<file path="src/rtl/led_scan_scheduler.sv">
// LED matrix refresh scheduler: visits each drawing source in turn, snapshots
// its pixel list, holds every enabled pixel on LEDout for a fixed number of
// prescaler ticks, blanks between sources and flags the start of each frame.
module led_scan_scheduler #(
    parameter int          NUM_SRC         = 4,
    parameter int          MAX_PIX         = 4,
    parameter logic [21:0] PRESCALER_VALUE = 22'd2000,
    parameter int          DWELL_TICKS     = 4,
    parameter int          BLANK_TICKS     = 1
) (
    input  logic                        CLK,
    input  logic                        RST,
    input  logic [NUM_SRC-1:0]          SRC_REQ,
    input  logic [NUM_SRC*MAX_PIX*10-1:0] SRC_PIX,
    input  logic [NUM_SRC*MAX_PIX-1:0]  SRC_MASK,
    output logic [9:0]                  LEDout,
    output logic [NUM_SRC-1:0]          SRC_ACK,
    output logic [2:0]                  CUR_SRC,
    output logic                        FRAME_START,
    output logic                        BUSY
);

    localparam logic [1:0] ST_LOAD    = 2'd0;
    localparam logic [1:0] ST_SHOW    = 2'd1;
    localparam logic [1:0] ST_BLANK   = 2'd2;
    localparam logic [1:0] ST_ADVANCE = 2'd3;

    localparam logic [7:0] DWELL_LAST = 8'(DWELL_TICKS);
    localparam logic [7:0] BLANK_LAST = 8'(BLANK_TICKS);
    localparam logic [2:0] LAST_SRC   = 3'(NUM_SRC - 1);

    logic [21:0]             presc_q, presc_d;
    logic                    tick;
    logic [1:0]              state_q, state_d;
    logic [2:0]              src_q, src_d;
    logic [2:0]              pix_q, pix_d;
    logic [7:0]              cnt_q, cnt_d;
    logic [MAX_PIX*10-1:0]   snap_pix_q, snap_pix_d;
    logic [MAX_PIX-1:0]      snap_mask_q, snap_mask_d;
    logic [NUM_SRC-1:0]      ack_q, ack_d;
    logic                    frame_q, frame_d;

    logic                    cur_req;
    logic [MAX_PIX-1:0]      cur_mask;
    logic [MAX_PIX*10-1:0]   cur_words;
    logic [2:0]              first_idx;
    logic                    first_found;
    logic [2:0]              next_idx;
    logic                    next_found;
    logic [9:0]              shown_word;

    // Free-running tick generator, independent of the scan state
    assign tick    = (presc_q == PRESCALER_VALUE);
    assign presc_d = tick ? '0 : presc_q + 22'd1;

    // Select the request, mask and pixel words of the source being visited
    always_comb begin
        cur_req   = 1'b0;
        cur_mask  = '0;
        cur_words = '0;
        for (int unsigned i = 0; i < NUM_SRC; i++) begin
            if (src_q == 3'(i)) begin
                cur_req   = SRC_REQ[i];
                cur_mask  = SRC_MASK[i*MAX_PIX +: MAX_PIX];
                cur_words = SRC_PIX[i*MAX_PIX*10 +: MAX_PIX*10];
            end
        end
    end

    // Lowest enabled slot of the live mask and next enabled slot above pix_q
    // in the snapshot; masked-off slots are skipped without costing time
    always_comb begin
        first_idx   = '0;
        first_found = 1'b0;
        next_idx    = '0;
        next_found  = 1'b0;
        for (int unsigned k = 0; k < MAX_PIX; k++) begin
            if (cur_mask[k] && !first_found) begin
                first_idx   = 3'(k);
                first_found = 1'b1;
            end
            if (snap_mask_q[k] && (3'(k) > pix_q) && !next_found) begin
                next_idx   = 3'(k);
                next_found = 1'b1;
            end
        end
    end

    // Word currently selected from the snapshot
    always_comb begin
        shown_word = '0;
        for (int unsigned k = 0; k < MAX_PIX; k++) begin
            if (pix_q == 3'(k)) begin
                shown_word = snap_pix_q[k*10 +: 10];
            end
        end
    end

    // Scan sequencing: LOAD -> SHOW -> BLANK -> ADVANCE -> LOAD
    always_comb begin
        state_d     = state_q;
        src_d       = src_q;
        pix_d       = pix_q;
        cnt_d       = cnt_q;
        snap_pix_d  = snap_pix_q;
        snap_mask_d = snap_mask_q;
        ack_d       = '0;
        frame_d     = 1'b0;
        case (state_q)
            ST_LOAD: begin
                if (cur_req && first_found) begin
                    snap_pix_d  = cur_words;
                    snap_mask_d = cur_mask;
                    ack_d       = {{(NUM_SRC-1){1'b0}}, 1'b1} << src_q;
                    pix_d       = first_idx;
                    cnt_d       = '0;
                    state_d     = ST_SHOW;
                end else begin
                    state_d = ST_ADVANCE;
                end
            end
            ST_SHOW: begin
                if (tick) begin
                    if (cnt_q + 8'd1 == DWELL_LAST) begin
                        cnt_d = '0;
                        if (next_found) begin
                            pix_d = next_idx;
                        end else if (BLANK_TICKS == 0) begin
                            state_d = ST_ADVANCE;
                        end else begin
                            state_d = ST_BLANK;
                        end
                    end else begin
                        cnt_d = cnt_q + 8'd1;
                    end
                end
            end
            ST_BLANK: begin
                if (tick) begin
                    if (cnt_q + 8'd1 == BLANK_LAST) begin
                        cnt_d   = '0;
                        state_d = ST_ADVANCE;
                    end else begin
                        cnt_d = cnt_q + 8'd1;
                    end
                end
            end
            default: begin
                if (src_q == LAST_SRC) begin
                    src_d   = '0;
                    frame_d = 1'b1;
                end else begin
                    src_d = src_q + 3'd1;
                end
                state_d = ST_LOAD;
            end
        endcase
    end

    // State and snapshot registers
    always_ff @(posedge CLK or posedge RST) begin
        if (RST) begin
            presc_q     <= '0;
            state_q     <= ST_LOAD;
            src_q       <= '0;
            pix_q       <= '0;
            cnt_q       <= '0;
            snap_pix_q  <= '0;
            snap_mask_q <= '0;
            ack_q       <= '0;
            frame_q     <= 1'b0;
        end else begin
            presc_q     <= presc_d;
            state_q     <= state_d;
            src_q       <= src_d;
            pix_q       <= pix_d;
            cnt_q       <= cnt_d;
            snap_pix_q  <= snap_pix_d;
            snap_mask_q <= snap_mask_d;
            ack_q       <= ack_d;
            frame_q     <= frame_d;
        end
    end

    // LEDout follows the state register, so reset darkens it immediately
    assign LEDout      = (state_q == ST_SHOW) ? shown_word : '0;
    assign SRC_ACK     = ack_q;
    assign CUR_SRC     = src_q;
    assign FRAME_START = frame_q;
    assign BUSY        = (state_q == ST_SHOW) || (state_q == ST_BLANK);

endmodule
</file>
<file path="config.mk">
export PLATFORM = sky130hd
export DESIGN_NAME = led_scan_scheduler
export DESIGN_NICKNAME = d
export VERILOG_FILES = /design/src/rtl/led_scan_scheduler.sv
export SDC_FILE = /design/constraint.sdc
export NUM_CORES = 1
export LEC_CHECK = 0
export BUFFER_PORTS_ARGS = -buffer_cell sky130_fd_sc_hd__buf_2
export CAP_MARGIN = 30
export CORE_UTILIZATION = 55
export DETAILED_ROUTE_END_ITERATION = 10
export GPL_TIMING_DRIVEN = 0
export HOLD_SLACK_MARGIN = 0.1
export MAX_ROUTING_LAYER = met4
export PLACE_DENSITY = 0.87
export SYNTH_ARGS = -nofsm -noshare
export SYNTH_HDL_FRONTEND = slang
export SYNTH_SLANG_ARGS = --single-unit
</file>
<file path="constraint.sdc">
create_clock -name CLK -period 4.2 [get_ports CLK]
set_input_delay 0.42 -clock CLK [delete_from_list [all_inputs] [get_ports CLK]]
set_output_delay 0.42 -clock CLK [all_outputs]
set_load 0.01 [all_outputs]
</file>
Word-level counts from Yosys, hierarchy flattened. Index checks and enable logic that the tools add are counted.

Register bits after elaboration: 87. Input bits: 182. Output and inout port bits: 19. Word-level logic and storage cells: 118.

Add/sub/neg operators: 3. Order comparisons: 4. Equal/unequal tests: 18. Shifts and indexed selects: 1. Multiplexer cells: 55. Reductions and logical operators: 28.

Operators by type and width (count): 2-to-1 mux 40 bit (4); 2-to-1 mux 10 bit (5); 2-to-1 mux 8 bit (5); 2-to-1 mux 3 bit (9); 2-to-1 mux 4 bit (6); case mux 8 bit (3 select lines) (1); adder 22 x 1 -> 22 bit, second input constant (1); equality test 22 x 11 -> 1 bit, second input constant (1); 2-to-1 mux 22 bit (1); 2-to-1 mux 1 bit (16); inequality test 2 bit, second input constant (7); equality test 3 x 2 -> 1 bit, second input constant (4); 2-to-1 mux 2 bit (6); logical AND 1 bit (11); AND reduction 5 bit (2); adder 8 x 1 -> 8 bit, second input constant (1); equality test 8 x 1 -> 1 bit, second input constant (1); equality test 8 x 3 -> 1 bit, second input constant (1); equality test 3 x 1 -> 1 bit, second input constant (2); greater-than comparator 1 x 3 -> 1 bit, first input constant (2); greater-than comparator 2 x 3 -> 1 bit, first input constant (2); logical NOT 1 bit (6); logical NOT 3 bit (2); case mux 2 bit (3 select lines) (1); 12 further kinds (12).

Depth between registers and ports, before layout. Gate-level depths: netlist of run 1.

Word-level depth: 18. Depth in mapped cells: 11.

Least setup slack after synthesis of run 1. Ideal clock, no wire load.

Kind: reg2reg. Start: register src_q[0], in the netlist CUR_SRC[0]. End: register snap_mask_q[2]. Library setup time: 0.128 ns. Arrival: 2.265 ns. Required time: 4.072 ns. Path slack: 1.808 ns. Cell stages (with the launch flop): 10. Cell sequence: dfrtp_1 -> inv_1 -> ha_1 -> buf_2 -> nor3b_1 -> a2111oi_4 -> a31o_2 -> o211a_4 -> buf_2 -> mux2_1.

Longest elaborated chain between the ends: 17. Elaborated cells between the ends (all ways): 24. Those cells by class: eq/ne (3); mux (12); reduce/logical (9).

Ends and longest elaborated chain: from (decl) (RTL line 35) `logic [2:0] src_q, src_d;`; from (signal assigned) (RTL line 175) `src_q <= src_d;`; logical NOT 3 bit (RTL line 62) `if (src_q == 3'(i)) begin`; 2-to-1 mux 4 bit (4 in a row) (RTL line 62); 2-to-1 mux 1 bit (RTL line 78) `if (cur_mask[k] && !first_found) begin`; logical NOT 1 bit (RTL line 78); logical AND 1 bit (RTL line 78); 2-to-1 mux 1 bit (RTL line 78); logical NOT 1 bit (RTL line 78); logical AND 1 bit (RTL line 78); 2-to-1 mux 1 bit (RTL line 78); logical NOT 1 bit (RTL line 78); logical AND 1 bit (RTL line 78); 2-to-1 mux 1 bit (RTL line 78); logical AND 1 bit (RTL line 111) `if (cur_req && first_found) begin`; AND reduction 2 bit (no source line); to (signal assigned) (RTL line 179) `snap_mask_q <= snap_mask_d;`; to (decl) (RTL line 39) `logic [MAX_PIX-1:0] snap_mask_q, snap_mask_d;`.

Parallel ways exist; a longest one is shown, timed or not. A chain may end at the register's enable or synchronous reset.

Worst setup path in the final report of run 1.
Start: register pix_q[1]. End: output port LEDout[4].

Longest elaborated chain between the ends: 6. Elaborated cells between the ends (all ways): 9. Those cells by class: eq/ne (3); mux (5); reduce/logical (1).

Ends and longest elaborated chain: from (decl) (RTL line 36) `logic [2:0] pix_q, pix_d;`; from (signal assigned) (RTL line 176) `pix_q <= pix_d;`; logical NOT 3 bit (RTL line 93) `if (pix_q == 3'(k)) begin`; 2-to-1 mux 10 bit (3 in a row) (RTL line 93); 2-to-1 mux 10 bit * (RTL line 93); 2-to-1 mux 10 bit * (RTL line 186) `assign LEDout = (state_q == ST_SHOW) ? shown_word : '0;`; to (decl) (RTL line 16) `output logic [9:0] LEDout,`.

Every way passes the cells marked *; elsewhere a longest branch is shown, timed or not.

==> out/metrics.csv, run 1 <==
metric;value;unit
dpl hpwl;12840;um
Syn Nets;836;
Die Wd;102.4;um
Die ar.;10500;um2
Primary FF master, synth;dfrtp_1;
Seq/Total Area, Yosys;0.3833;
Ports;201;
initial DRC count;367;
critical path data arrival time;2590;ps
total core area;9774;um2
CTS root buffer;clkbuf_8;
register share of total power;0.273;
final hold vios;0;
most common cell after layout, fill and taps aside;buf_2;
layout cells sized above 1;0.2902;
die height;102.4;um
first-pass GRT wire length;27100;um
Worst-Skew Late Latency;360;ps
DR WL/cell;16.92;um
Fillers;779;
hold buffer count at CTS;0;
WP data required;3780;ps
nets;1048;
Mapped Area;5549;um2
met2 Usage GRT;0.6056;
Max clock buf depth;2;
Design Area, Final;6922;um2
final worst-path cycle share;0.7173;
CTS sink cnt;85;
total routed wirelength;16770;um
largest net degree at the start of global routing;45;
Final Setup Violations;0;
post-synthesis mux area share;0.05006;
Num CTS Buffers;9;
Slew @ Worst Pin;840.0;ps
GPL Wtd Cong;0.9187;
num rows;36;
GRT busiest layer;met2;
Max Slew Vio Count;0;
switching share of power;0.4731;
GR Layer Usage met1;0.4207;
RSZ-0062 raised after global routing;no;
most frequent cells in the layout;buf_2, nor2_1, a21oi_1;
vias in the first global route;5735;
CP Cell Sequence;clkbuf_1, buf_1, mux4_2, and2_1, buf_2;
Max Cap Viol;0;
Tot GR Track Use;0.3459;
overflow left after global routing;0;
Setup Skew;9.722;ps
# diodes;0;
Worst setup SP type;register;
DP Worst Slack;1553;ps
Remaining DRCs;0;
WHS;96.60;ps
CP max-delay cell;buf_1;
CTS tree;yes;
Gate power share;0.612;
Yosys reg bits;85;
Post-Synth Adder-Cell Area;0.02931;
CP endpoint kind;output port;
port bufs;200;
Post-synth EDFFs;0;
worst setup path class;reg -> out;
largest family of logic cells by synthesized area;compound AO/OA/AOI/OAI gates;
Power per Cell Area;684.9;nW/um2
detail-routed via count per cell;5.983;
Resized Gates After CTS;0;
initial antenna violation count;0;
Sw Pwr;2.243;mW
starting density of the core;0.5677;
status;finished, final reports clean;
Synthesis Warnings;0;
min-delay worst type;in -> async;
slowest stage delay, CP;650;ps
internal power;2.498;mW
buffer and inverter count on the worst path;3;
asr flop ratio synth;1.000;
Post-CTS Setup Bufs;0;
cell area after placement;6739;um2
simple-gate share of the synthesized area;0.1844;
Antenna Violating Nets Remaining;0;
Clock Pin Slew Worst Setup and Hold Paths;90;ps
slew margin rel.;0.4341;
H-tree depth;3;
final worst setup slack;1187;ps
TritonRoute pass-1 iters;5;
CP Max Fanout;10;
VDD IR max;0.3668;mV
post-synthesis average cell area;8.657;um2
vias after detailed routing;5929;
Synth Area in Compound Gates;0.2722;
post-synthesis xor/xnor area fraction;0.03157;
total negative setup slack;0;ps
synthesis-to-layout area growth;24.74;%
Peak Freq;331.9;MHz
CP delay by family, top;buffers and inverters;
Final min period;3013;ps
Pleak;3.197;nW
Post-Synthesis Cells;641;
clock power share;0.115;
Netlist cell types;63;
met3 usage;0.04446;
## metrics by stage
| stage | cells | utilization | total power [mW] |
|---|---|---|---|
| floorplan | 641 | - | 3.314 |
| global placement | 974 | 0.6871 | 3.985 |
| detailed placement | 975 | 0.6895 | 4.117 |
| CTS | 991 | 0.7081 | 4.698 |
| global route | 991 | 0.7081 | 5.087 |
| finish | 991 | 0.7081 | 4.741 |
## power groups by stage
| stage | registers, mW | clock network [mW] | logic [mW] |
|---|---|---|---|
| 3_3_place_gp | 1.28 | 0 | 2.71 |
| 2_1_floorplan | 1.22 | 0 | 2.09 |
| 6_report | 1.30 | 0.546 | 2.90 |
| 4_1_cts | 1.28 | 0.547 | 2.87 |
| 3_5_place_dp | 1.29 | 0 | 2.82 |
| 5_1_grt | 1.31 | 0.586 | 3.19 |
## logic make-up after synthesis
group,Yosys count
flip-flops,85
AND/OR/NAND/NOR,213
adder cells (fa/ha/maj),13
AO/OA/AOI/OAI,227
buffers and inverters,68
XOR/XNOR,20
multiplexers,15
## metal layers
metal | routed length [um] | share of wire | vias to the layer above
met5 | 0 | 0 | -
met4 | 284 | 0.017 | 0
met3 | 1098 | 0.065 | 37
met1 | 6748 | 0.40 | 2825
met2 | 8639 | 0.52 | 304
li1 | - | - | 2763
## cell type report
class / count / area (um2) / area share
buffer: 49 / 201.4 / 0.02910
clock buffer: 10 / 137.6 / 0.01988
clock inverter: 6 / 45.04 / 0.006508
inverter: 19 / 73.82 / 0.01067
multi-input combinational: 488 / 3149 / 0.4550
sequential: 85 / 2127 / 0.3073
tap: 133 / 166.4 / 0.02404
timing repair buffer: 201 / 1021 / 0.1475
## state kept, by name, summed over array words and instances (netlist names)
register     cells
CUR_SRC          3
FRAME_START      1
SRC_ACK          4
cnt_q            8
pix_q            2
presc_q         22
snap_mask_q      3
snap_pix_q      40
state_q          2
## cell usage after synthesis (3+ instances only)
cell      number  area share
nand4_1        8      0.0090
clkbuf_1      37       0.025
nand2_1       24       0.016
ha_1          13       0.029
mux2i_1        3      0.0054
o21ai_0       10      0.0090
nand2b_1       4      0.0045
a22oi_1       41       0.055
o41ai_1        3      0.0047
buf_2          8      0.0072
nor2_1       103       0.070
mux4_2        10       0.041
xor2_1         7       0.011
a31oi_1        4      0.0045
and3_1         7      0.0079
o21ai_1        8      0.0072
nor3b_1        3      0.0041
nor2b_1       11       0.012
nand3_1       17       0.015
a211oi_1      41       0.055
xnor2_1       13       0.021
nor3_1         6      0.0054
inv_1         17       0.011
dfrtp_1       85        0.38
o211ai_1       3      0.0041
a21oi_1       90       0.081
and2_1        13       0.015
## final timing paths
kind,from,endpoint,slack [ps],depth (start not counted)
worst max register to register,CUR_SRC[1]$_DFFE_PP0N_,snap_pix_q[37]$_DFFE_PP0P_,1480,10
worst min register to register,presc_q[21]$_DFF_PP0_,presc_q[21]$_DFF_PP0_,500,1
worst max-delay path,pix_q[1]$_DFFE_PP0P_,LEDout[4],1190,5
worst min-delay path,RST,cnt_q[6]$_DFFE_PP0P_,100,2
max in group asynchronous,RST,presc_q[5]$_DFF_PP0_,3490,3
min in group CLK,SRC_PIX[152],snap_pix_q[32]$_DFFE_PP0P_,350,3
(Power assumes the default switching activity.)
==> run 2: changes to the inputs <==
ABC_AREA = 1   (was default)
CORE_UTILIZATION = 52   (was 55)
PLACE_DENSITY = 0.82   (was 0.87)
clock period = 3 ns   (was 4.2 ns; I/O delays follow)
==> run 2 against run 1 <==
Compared with the run above:
- count of clock-buffer cells in the layout rose by 1
- combinational power fell by 93%
- worst setup slack got worse by 640 ps
- highest routed layer unchanged
- critical endpoint is now LEDout[2]
==> out/metrics.csv, run 2 <==
metric;value;unit;change
status;finished, final reports clean;;unchanged
VDD IR max;0.2964;mV;was 0.3668 mV
Max clock buf depth;2;;unchanged
register share of total power;0.444;;was 0.273
CTS tree;yes;;unchanged
Synth top area share;0.3502;;was 0.3833
Sw Pwr;565.0;uW;was 2.243 mW
layout cells sized above 1;0.2408;;was 0.2902
Final min period;2458;ps;
nets;1307;;was 1048
Tot GR Track Use;0.3188;;was 0.3459
die height;110.1;um;was 102.4 um
Syn Nets;1094;;was 836
dpl hpwl;14010;um;was 12840 um
Ports;201;;unchanged
initial DRC count;465;;was 367
GPL Wtd Cong;0.9553;;was 0.9187
Worst-Skew Late Latency;340;ps;was 360 ps
Die ar.;12120;um2;was 10500 um2
H-tree depth;3;;unchanged
slew margin rel.;0.6363;;was 0.4341
final worst-path cycle share;0.8192;;
met3 usage;0.06232;;was 0.04446
post-synthesis average cell area;6.756;um2;was 8.657 um2
# diodes;0;;unchanged
port bufs;200;;unchanged
Synthesis Warnings;0;;unchanged
vias after detailed routing;6820;;was 5929
total routed wirelength;17840;um;was 16770 um
Peak Freq;406.9;MHz;
Largest regs;snap_pix_q: 40 flops, presc_q: 22 flops, cnt_q: 8 flops;;unchanged
multi-input logic area;3381;um2;was 3149 um2
largest cells by area after synthesis;dfrtp_1, nand2_1, nand3_1;;was dfrtp_1, a21oi_1, nor2_1
Max Slew Vio Count;0;;unchanged
CTS root buffer;clkbuf_16;;was clkbuf_8
final hold vios;0;;unchanged
Pleak;4.035;nW;was 3.197 nW
DP Worst Slack;725.9;ps;was 1553 ps
Reg with most FFs;snap_pix_q;;unchanged
Reg2Reg Depth;15;;was 10
flop2flop setup slack;670;ps;was 1480 ps
CP max-delay cell;dfrtp_1;;was buf_1
Post-Synthesis Cells;899;;was 641
critical path data arrival time;2160;ps;was 2590 ps
met2 Usage GRT;0.5263;;was 0.6056
first-pass GRT wire length;28930;um;was 27100 um
Max Cap Viol;0;;unchanged
starting density of the core;0.5319;;was 0.5677
Hold Crit Start;SRC_PIX[153];;
clock power share;0.474;;was 0.115
Worst Hold Path Cells;5;;
Critical R2R Launch;CUR_SRC[0]$_DFFE_PP0N_;;was CUR_SRC[1]$_DFFE_PP0N_
Synth area leader;dfrtp_1;;unchanged
CP Cell Sequence;inv_1, nand2_1, o221ai_1, a21oi_1, a211oi_1, buf_2;;was clkbuf_1, buf_1, mux4_2, and2_1, buf_2
num rows;39;;was 36
worst setup path class;reg -> out;;unchanged
Slew @ Worst Pin;545.6;ps;was 840.0 ps
vias in the first global route;6366;;was 5735
Worst setup SP type;register;;unchanged
Reg2Reg Capture Point;snap_pix_q[27]$_DFFE_PP0P_;;was snap_pix_q[37]$_DFFE_PP0P_
final worst setup slack;542.5;ps;was 1187 ps
RSZ-0062 raised after global routing;no;;unchanged
Setup Skew;11.90;ps;was 9.722 ps
CP endpoint kind;output port;;unchanged
max FFs per register;40;;unchanged
internal power;2.014;mW;was 2.498 mW
Primary FF master, synth;dfrtp_1;;unchanged
Clock Pin Slew Worst Setup and Hold Paths;70;ps;was 90 ps
CTS sink cnt;85;;unchanged
overflow left after global routing;0;;unchanged
cell area after placement;7283;um2;was 6739 um2
synthesis-to-layout area growth;25.42;%;was 24.74%
Num CTS Buffers;9;;unchanged
Hold Path Sink;snap_pix_q[33]$_DFFE_PP0P_;;
Netlist cell types;44;;was 63
CP Max Fanout;9;;was 10
Power per Cell Area;338.6;nW/um2;was 684.9 nW/um2
largest net degree at the start of global routing;63;;was 45
Remaining DRCs;0;;unchanged
Gate power share;0.081;;was 0.612
GRT busiest layer;met2;;unchanged
Fillers;1045;;was 779
Antenna Violating Nets Remaining;0;;unchanged
detail-routed via count per cell;5.413;;was 5.983
slowest stage delay, CP;460;ps;was 650 ps
Post-synth EDFFs;0;;unchanged
asr flop ratio synth;1.000;;unchanged
WHS;271.9;ps;was 96.60 ps
initial antenna violation count;0;;unchanged
Mapped Area;6073;um2;was 5549 um2
most common cell after layout, fill and taps aside;nand2_1;;was buf_2
min-delay worst type;in -> reg;;was in -> async
Reg area;2127;um2;unchanged
GR Layer Usage met1;0.3969;;was 0.4207
Yosys reg bits;85;;unchanged
TritonRoute pass-1 iters;7;;was 5
Die Wd;110.1;um;was 102.4 um
total core area;11420;um2;was 9774 um2
most frequent cells in the layout;nand2_1, buf_2, nand3_1;;was buf_2, nor2_1, a21oi_1
synth cell count leaders;nand2_1, nand3_1, o21ai_0;;was nor2_1, a21oi_1, dfrtp_1
top-count cell post-synth;nand2_1;;was nor2_1
WP data required;2700;ps;was 3780 ps
switching share of power;0.2190;;was 0.4731
DR WL/cell;14.16;um;was 16.92 um
Seq/Total Area, Yosys;0.3502;;was 0.3833
Final Setup Violations;0;;unchanged
Design Area, Final;7617;um2;was 6922 um2
-- run 2: power groups by stage --
stage / clock, mW / combinational (mW) / sequential, mW
final: 1.22 / 0.210 / 1.15
after global routing: 1.28 / 0.239 / 1.15
after CTS: 1.23 / 0.211 / 1.15
after detailed placement: 0 / 0.209 / 1.17
after global placement: 0 / 0.203 / 1.17
after floorplan: 0 / 0.0705 / 1.17
-- run 2: kinds of logic after synthesis --
kind of cell             after synthesis  synth area share
buffers and inverters                132           0.09312
flip-flops                            85            0.3502
XOR/XNOR                              13           0.01875
AO/OA/AOI/OAI                        163            0.1607
AND/OR/NAND/NOR                      493            0.3504
adder cells (fa/ha/maj)               13           0.02678
-- run 2: how the worst max path moves through the flow --
| stage | startpoint | to | slack, ps | cells past startpoint |
|---|---|---|---|---|
| floorplan | RST | CUR_SRC[0]$_DFFE_PP0N_ | 510 | 1 |
| global placement | RST | CUR_SRC[2]$_DFFE_PP0N_ | -480 | 2 |
| detailed placement | CUR_SRC[0]$_DFFE_PP0N_ | snap_pix_q[27]$_DFFE_PP0P_ | 730 | 11 |
| CTS | pix_q[1]$_DFFE_PP0P_ | LEDout[2] | 630 | 6 |
| global route | pix_q[1]$_DFFE_PP0P_ | LEDout[2] | 440 | 6 |
| finish | pix_q[1]$_DFFE_PP0P_ | LEDout[2] | 540 | 6 |
-- run 2: layout make-up --
type,count,area share
Buffer,45,0.03072
Timing Repair Buffer,202,0.1363
Inverter,87,0.04386
Tap cell,143,0.02349
Clock buffer,11,0.03187
Sequential cell,85,0.2792
Multi-Input combinational cell,682,0.4438
Clock inverter,5,0.01068
-- run 2: what timing repair did --
action	CTS	global route
buffers inserted	0	0
hold endpoints to repair	23	0
hold buffers	1	0
resized for setup	0	0
-- run 2: per-layer routing --
| layer | up-vias | routed length (um) |
|---|---|---|
| met3 | 31 | 1275 |
| met5 | - | 0 |
| met1 | 3126 | 7566 |
| li1 | 3399 | - |
| met4 | 0 | 312 |
| met2 | 264 | 8684 |
-- run 2: through the flow --
stage	cells	TNS, ps	power (mW)	utilization
2_1_floorplan	899	0	1.238	-
3_3_place_gp	1242	-40530	1.371	0.6352
3_5_place_dp	1243	0	1.376	0.6378
4_1_cts	1260	0	2.590	0.6671
5_1_grt	1260	0	2.660	0.6671
6_report	1260	0	2.579	0.6671
-- run 2: critical path, delay by kind of cell (launching register included) --
family          cells  cell delay (ps)
compound gates      3              670
flops               1              460
simple gates        1              230
buf+inv             2              470
